===== src/rtl/hazard_stall_controller.sv =====
// rtl/hazard_stall_controller.sv - pipeline stall, bubble and flush sequencing for the 5-stage core
module hazard_stall_controller #(
    parameter int REG_W       = 3,
    parameter int MUL_LATENCY = 3,
    parameter int CNT_W       = 16
) (
    input  logic             clk,
    input  logic             rst_n,
    input  logic [REG_W-1:0] src1_ID,
    input  logic [REG_W-1:0] src2_ID,
    input  logic             src1_used,
    input  logic             src2_used,
    input  logic [REG_W-1:0] dest_EX,
    input  logic             wb_IDEX_out,
    input  logic             mem_read_EX,
    input  logic             mul_ID,
    input  logic             branch_taken_EX,
    output logic             pc_write_en,
    output logic             ifid_write_en,
    output logic             ifid_flush,
    output logic             idex_write_en,
    output logic             idex_bubble,
    output logic             exmem_bubble,
    output logic             mul_busy,
    output logic [CNT_W-1:0] stall_count
);

    typedef enum logic {
        RUN,
        MUL_WAIT
    } state_t;

    localparam logic [3:0]       MUL_CNT_INIT = 4'(MUL_LATENCY - 1);
    localparam logic [CNT_W-1:0] CNT_ONE      = CNT_W'(1);

    state_t     state, state_nxt;
    logic [3:0] mul_cnt, mul_cnt_nxt;
    logic       load_use;
    logic       mul_issue;

    assign load_use = mem_read_EX & wb_IDEX_out &
                      ((src1_used & (src1_ID == dest_EX)) |
                       (src2_used & (src2_ID == dest_EX)));
    assign mul_issue = mul_ID & ~load_use & ~branch_taken_EX;

    always_comb begin
        state_nxt     = state;
        mul_cnt_nxt   = mul_cnt;
        pc_write_en   = 1'b1;
        ifid_write_en = 1'b1;
        ifid_flush    = 1'b0;
        idex_write_en = 1'b1;
        idex_bubble   = 1'b0;
        exmem_bubble  = 1'b0;
        mul_busy      = 1'b0;
        case (state)
            RUN: begin
                // A taken branch makes the ID instruction wrong-path, so its hazard is moot.
                if (branch_taken_EX) begin
                    ifid_flush  = 1'b1;
                    idex_bubble = 1'b1;
                end else if (load_use) begin
                    pc_write_en   = 1'b0;
                    ifid_write_en = 1'b0;
                    idex_bubble   = 1'b1;
                end else if (mul_issue) begin
                    state_nxt   = MUL_WAIT;
                    mul_cnt_nxt = MUL_CNT_INIT;
                end
            end
            MUL_WAIT: begin
                pc_write_en   = 1'b0;
                ifid_write_en = 1'b0;
                idex_write_en = 1'b0;
                exmem_bubble  = 1'b1;
                mul_busy      = 1'b1;
                mul_cnt_nxt   = mul_cnt - 4'd1;
                // The final occupancy cycle runs in RUN so the result can advance to MEM.
                if (mul_cnt <= 4'd1) begin
                    state_nxt   = RUN;
                    mul_cnt_nxt = 4'd0;
                end
            end
            default: begin
                state_nxt   = RUN;
                mul_cnt_nxt = 4'd0;
            end
        endcase
        if (!rst_n) begin
            pc_write_en   = 1'b1;
            ifid_write_en = 1'b1;
            ifid_flush    = 1'b0;
            idex_write_en = 1'b1;
            idex_bubble   = 1'b0;
            exmem_bubble  = 1'b0;
            mul_busy      = 1'b0;
        end
    end

    always_ff @(posedge clk or negedge rst_n) begin
        if (!rst_n) begin
            state   <= RUN;
            mul_cnt <= 4'd0;
        end else begin
            state   <= state_nxt;
            mul_cnt <= mul_cnt_nxt;
        end
    end

    always_ff @(posedge clk or negedge rst_n) begin
        if (!rst_n) begin
            stall_count <= '0;
        end else if (!pc_write_en && (stall_count != {CNT_W{1'b1}})) begin
            stall_count <= stall_count + CNT_ONE;
        end
    end

endmodule


===== config.mk =====
export PLATFORM = sky130hd
export DESIGN_NAME = hazard_stall_controller
export DESIGN_NICKNAME = d
export VERILOG_FILES = /design/src/rtl/hazard_stall_controller.sv
export SDC_FILE = /design/constraint.sdc
export NUM_CORES = 1
export LEC_CHECK = 0
export CAP_MARGIN = 20
export CORE_MARGIN = 2
export CORE_UTILIZATION = 40
export CTS_CLUSTER_DIAMETER = 50
export DETAILED_ROUTE_END_ITERATION = 8
export MAX_ROUTING_LAYER = met4
export PLACE_DENSITY = 0.77
export REMOVE_ABC_BUFFERS = 1
export SYNTH_ARGS = -nofsm -noshare
export SYNTH_HDL_FRONTEND = slang
export SYNTH_SLANG_ARGS = --single-unit

===== constraint.sdc =====
create_clock -name clk -period 1.9 [get_ports clk]
set_input_delay 0.38 -clock clk [delete_from_list [all_inputs] [get_ports clk]]
set_output_delay 0.38 -clock clk [all_outputs]
set_load 0.02 [all_outputs]

; Word level (Yosys, flattened, before mapping)
; Index checks and enable logic that the tools add are counted.
[word_totals]
elab_cells = 50
regBits = 21
[op_classes]
n_mux = 25
eq_ne = 6
n_lt_le_gt_ge = 1
addsub = 2
reduce_logical = 3
bitwise_logic = 10
[op_table]
columns = cell, count
row1 = $mux W1, 18
row2 = $add A16 B1 Y16 const B, 1
row3 = $mux W4, 4
row4 = $ne A16 B16 Y1 const B, 1
row5 = $pmux W4 S2, 1
row6 = $and A1 B1 Y1, 6
row7 = $eq A3 B3 Y1, 2
row8 = $ne A2 B2 Y1 const B, 3
row9 = $le A4 B1 Y1 const B, 1
row10 = $pmux W1 S2, 2
row11 = $sub A4 B1 Y4 const B, 1
row12 = $not A1 Y1, 3
row13 = $reduce_and A3 Y1, 1
row14 = $logic_and A1 B1 Y1, 1
row15 = $logic_not A1 Y1, 1
row16 = $or A1 B1 Y1, 1

; Depth between registers and ports, before layout
[depth]
ltp_word = 11
ltp_mapped = 7

; Worst setup path before layout
; OpenSTA, ideal clock, no wires.
[synth_path]
path_type = input port to flip-flop
start = in dest_EX[0]
end = reg stall_count[9]
path_stages = 6
t_arrival_ns = 1.899
path_buffers = 0
required_time_ns = 1.771
path_slack_ns = -0.128
cell_sequence = xnor2_1 > nand4_1 > a2111oi_4 > nor2_2 > or4_1 > xnor2_1
[synth_via]
elab_chain_cells = 10
word_cells_on_any_way = 12
cone_classes = 2 x eq/ne / 4 x mux / 4 x bitwise / 2 x reduce/logical
[synth_lines]
columns = element, line
row1 = from (decl), 13  ; input logic [REG_W-1:0] dest_EX,
row2 = "$eq A3 B3 Y1, on equally long branches", "42, 43"
row3 = "$and A1 B1 Y1, on equally long branches", "42, 43"
row4 = $or A1 B1 Y1 *, 42  ; ((src1_used & (src1_ID == dest_EX)) |
row5 = $and A1 B1 Y1 *, 41  ; assign load_use = mem_read_EX & wb_IDEX_out &
row6 = $mux W1 * (2 in a row), -
row7 = $pmux W1 S2 *, -
row8 = $mux W1 *, -
row9 = net ifid_write_en, 19  ; output logic ifid_write_en,
row10 = $logic_not A1 Y1 *, 113  ; end else if (!pc_write_en && (stall_count != {CNT_W{1'b1}})) begin
row11 = $logic_and A1 B1 Y1 *, 113
row12 = to (signal assigned), 114  ; stall_count <= stall_count + CNT_ONE;
row13 = to (decl), 25  ; output logic [CNT_W-1:0] stall_count
; The timed path passes the listed nets; every way through them passes the cells marked *.
; A chain may end at the register's enable or synchronous reset.

; Final worst setup path
[layout_path]
start = in dest_EX[0]
end = out pc_write_en
[layout_via]
elab_chain_cells = 8
word_cells_on_any_way = 10
cone_classes = 2 x eq/ne / 4 x mux / 4 x bitwise
[layout_lines]
columns = element, line
row1 = "$eq A3 B3 Y1, on equally long branches", "42, 43"
row2 = "$and A1 B1 Y1, on equally long branches", "42, 43"
row3 = $or A1 B1 Y1 *, 42
row4 = $and A1 B1 Y1 *, 41
row5 = $mux W1 *, 62  ; end else if (load_use) begin
row6 = $mux W1 *, 59  ; if (branch_taken_EX) begin
row7 = $pmux W1 S2 *, 56  ; case (state)
row8 = $mux W1 *, 89  ; if (!rst_n) begin
row9 = to (decl), 18  ; output logic pc_write_en,
; Every way passes the cells marked *; elsewhere a longest branch is shown, timed or not.

==> implementation parameters <==
Parameter                              Value

Logic synthesis
  Synth Warn # ... 0
  Prevailing post-synth register cell ... dfrtp_1
  Mean instance size in the synthesized netlist ... 10.3 sq um
  Async set or reset register ratio after synthesis ... 100%
  Portion of synthesized cell area occupied by the leading cell type ... a little under half
  Number of unique standard cell types used by synthesis ... 29
  Register bit total from synthesis ... 21
  Most used standard cell by instance count after synthesis ... dfrtp_1
  Fraction of the yosys area taken by sequential cells ... 46.3%
  Biggest area contributors in the synthesized netlist ... dfrtp_1 (46%), xnor2_1 (15%), nand4_1 (4.4%), nand2_1 (4.0%), ha_1 (3.3%)
  Cell area after synthesis ... approximately 1100 sq um
  Largest area contributor in the netlist ... dfrtp_1
  Cell count after synthesis ... 110
  Number of synthesized flops with an enable pin ... 0
  Top cells by instance count after synthesis ... dfrtp_1 (21), xnor2_1 (19), nand2_1 (12), nand4_1 (8)

Detailed routing
  Drt total wl ... between 2000 and 3000 um
  Number of detailed-route iterations in the first pass ... 4
  Vias ... between 1000 and 1500
  Remaining number of nets flagged by the antenna check after routing ... 0
  Via-to-Cell Ratio ... 5.21
  Routed wire per std cell ... between 10 and 15 um
  # DRC ... 0
  Starting DRC count in detailed routing ... 32

Global routing
  Wire length of the first global-routing pass ... 4740 um
  Congestion Overflow GR ... 0
  Pin count of the biggest net entering global routing ... 21
  Initial antenna violation count ... 1
  Tot GR Track Use ... between 10% and 20%
  Via count of the first global-routing pass ... between 1000 and 1500

Floorplanning
  Number of top-level pins ... 40
  Count of standard-cell rows ... 19
  Die Wd ... ~57 um
  Starting density of the core ... between 40 and 50%
  Core area ... approximately 2700 sq um
  Die height ... 57.3 um
  Total Die Area ... approximately 3300 sq um

Layout
  Share of final-layout standard cells stronger than drive strength 1 ... 28.4%
  Area used by multi-input combinational logic ... 628 sq um
  Footprint of the flip-flops and latches ... 526 sq um
  Core utilization of the finished layout ... 64.0%
  Post-route cell area ... 1750 sq um
  Number of filler instances in the final layout ... between 200 and 250
  Area growth from synthesis to layout ... 54.1%
  Nets ... 190

Setup path
  Worst path cell trace ... buf_8, xnor2_2, nand4_1, a2111oi_4, nor2_2, buf_6
  Setup crit start kind ... input port
  Arrival time at the worst endpoint ... about 1.5 ns
  Crit Path Category ... input port to output port
  Largest fanout on the critical path ... 4
  Critical path required time ... between 1.5 and 2 ns
  Largest incremental delay on the critical path ... 0.42 ns
  Dominant delay contributor by cell family on the critical path ... compound AO/OA/AOI/OAI gates
  Worst Setup End Kind ... output port
  Crit path max-delay cell type ... a2111oi_4
  Worst path buffer plus inverter count ... 2
  Reg2Reg Setup Slack ... about 0.14 ns

Power and ir drop
  Power per cell area ... between 900 and 1000 nW/um^2
  Fraction of power spent switching nets ... between 30% and 40%
  Switching component of the power ... between 0.0006 and 0.0007 W
  Register share of total power ... between 30% and 40%
  Leakage dissipation ... approximately 0.82 nW
  Clock power frac ... roughly an eighth
  Portion of total power attributed to combinational logic ... a little under half
  Internal power component ... 0.00103 W
  Worst IR Drop VDD ... 831 uV

Place
  Setup slack after placement ... -0.813 ns
  Weighted congestion at the end of routability-driven global placement ... just over 0.8
  Detailed placer's ending HPWL ... 2170 um
  Dpl cell area ... 1680 sq um
  Count of port buffers added during placement ... 39

STA
  Headroom to the max-slew limit ... between 70% and 80%
  Tmin final ... around 1.9 ns
  Tcrit/Tclk final ... a little under 100%
  Number of max-slew violations in the final report ... 0
  Final worst setup slack ... ~0.018 ns
  Setup-violating endpoint count in the final report ... 0
  Max Fclk ... about 530 MHz
  Unrepaired setup endpoints after global routing ... yes
  Setup clock skew after layout ... ~0.0024 ns
  Final Hold Violating Endpoints ... 0
  Worst hold slack ... approximately 0.11 ns
  Worst slew pin tran ... roughly 0.32 ns
  Setup Total Neg Slack ... 0 ns

CTS
  H-tree Lvls ... 1
  Maximum buffer depth of the clock tree ... 2
  TritonCTS Sinks ... 21
  TritonCTS clock tree ... done
  Clock latency at the later pin of the worst-skew pair ... 0.30 ns
  Inserted Clock Buffers ... 3
  Clock Root Buffer ... clkbuf_4
  CTS clk-pin slew, worst paths ... approximately 0.12 ns

Flow run
  Total of max-cap violations ... 0

Worst hold path
  Worst Hold Class ... input port to asynchronous set/reset pin

Run status
  Run status ... complete, no violations
[sequential cells by signal, summed over array words and instances (netlist names)]
name,flops
state,1
stall_count,16
mul_cnt,4
[worst reg2reg max path, stage by stage, from the launching register on]
cell and delay [ns]:
dfrtp_1 0.44, ha_1 0.23, nand3_1 0.15, nor4_2 0.08, buf_4 0.13, or4_1 0.49, xnor2_1 0.14
[power by group through the flow]
| stage | registers (W) | clock network (W) | logic [W] |
|---|---|---|---|
| 5_1_grt | 0.000678 | 0.000244 | 0.000867 |
| 6_report | 0.000657 | 0.000218 | 0.000798 |
| 2_1_floorplan | 0.000728 | 0 | 0.000337 |
| 3_5_place_dp | 0.000665 | 0 | 0.000793 |
| 4_1_cts | 0.000659 | 0.000221 | 0.000787 |
| 3_3_place_gp | 0.000660 | 0 | 0.000760 |
[cell usage in the layout (no fill, tap or decap), types with 2 or more instances in the layout]
cell type,synthesis,routed
dfrtp_1,21,21
ha_1,3,3
clkbuf_4,0,3
dlymetal6s2s_1,0,2
mux2_2,2,2
clkdlybuf4s50_1,0,18
xor2_1,2,2
buf_4,2,20
nand2_1,12,11
a21oi_1,3,3
nor3b_1,2,2
nor3_1,4,3
and3_1,3,3
xnor2_1,19,14
nand4_1,8,8
dlygate4sd2_1,0,6
nand3_1,5,5
buf_6,0,4
xnor2_2,0,5
buf_2,1,6
inv_1,5,5
nor2_1,5,5
[area by class of cell]
| cell class | instances | area share [%] |
|---|---|---|
| inverter | 5 | 1.07 |
| multi-input combinational | 81 | 35.9 |
| clock buffer | 3 | 1.29 |
| timing repair buffer | 58 | 29.0 |
| clock inverter | 1 | 0.286 |
| tap | 31 | 2.22 |
| antenna | 1 | 0.143 |
| sequential | 21 | 30.0 |
[path summary, 6_finish.rpt]
| check | from | end | depth (start not counted) |
|---|---|---|---|
| max | dest_EX[0] | pc_write_en | 6 |
| min | rst_n | state$_DFF_PN0_ | 2 |
| max reg2reg | stall_count[0]$_DFFE_PN0P_ | stall_count[9]$_DFFE_PN0P_ | 6 |
| min reg2reg | stall_count[3]$_DFFE_PN0P_ | stall_count[3]$_DFFE_PN0P_ | 1 |
| max in group asynchronous | rst_n | stall_count[11]$_DFFE_PN0P_ | 2 |
| min in group clk | stall_count[3]$_DFFE_PN0P_ | stall_count[3]$_DFFE_PN0P_ | 1 |
[routing by layer]
metal | GRT usage (%) | vias up | routed length, um
li1 | - | 503 | -
met1 | 22.4 | 511 | 1190
met2 | 33.0 | 34 | 1460
met3 | 3.85 | 0 | 193
met4 | 2.99 | 0 | 0
met5 | - | - | 0
[stage by stage]
stage / power, W / instances
2_1_floorplan: 0.00106 / 107
3_3_place_gp: 0.00142 / 195
3_5_place_dp: 0.00146 / 195
4_1_cts: 0.00167 / 200
5_1_grt: 0.00179 / 201
6_report: 0.00167 / 201
[timing repair]
item	CTS	global route
cloned	0	0
setup buffers	1	0
resized for setup	67	10
pin swaps	11	7
setup endpoints to repair	23	19
endpoints found under the hold margin	0	0
hold buffers	0	0
[kinds of logic after synthesis]
| family | share of synthesized area, % |
|---|---|
| and+or+nand+nor | 20.3 |
| muxes | 1.98 |
| AOI/OAI and AO/OA | 8.49 |
| adders and majority gates | 3.31 |
| buffers and inverters | 3.42 |
| DFF | 46.3 |
| xor gates and xnor gates | 16.2 |
Note: power is estimated with default switching activity, not from simulation.
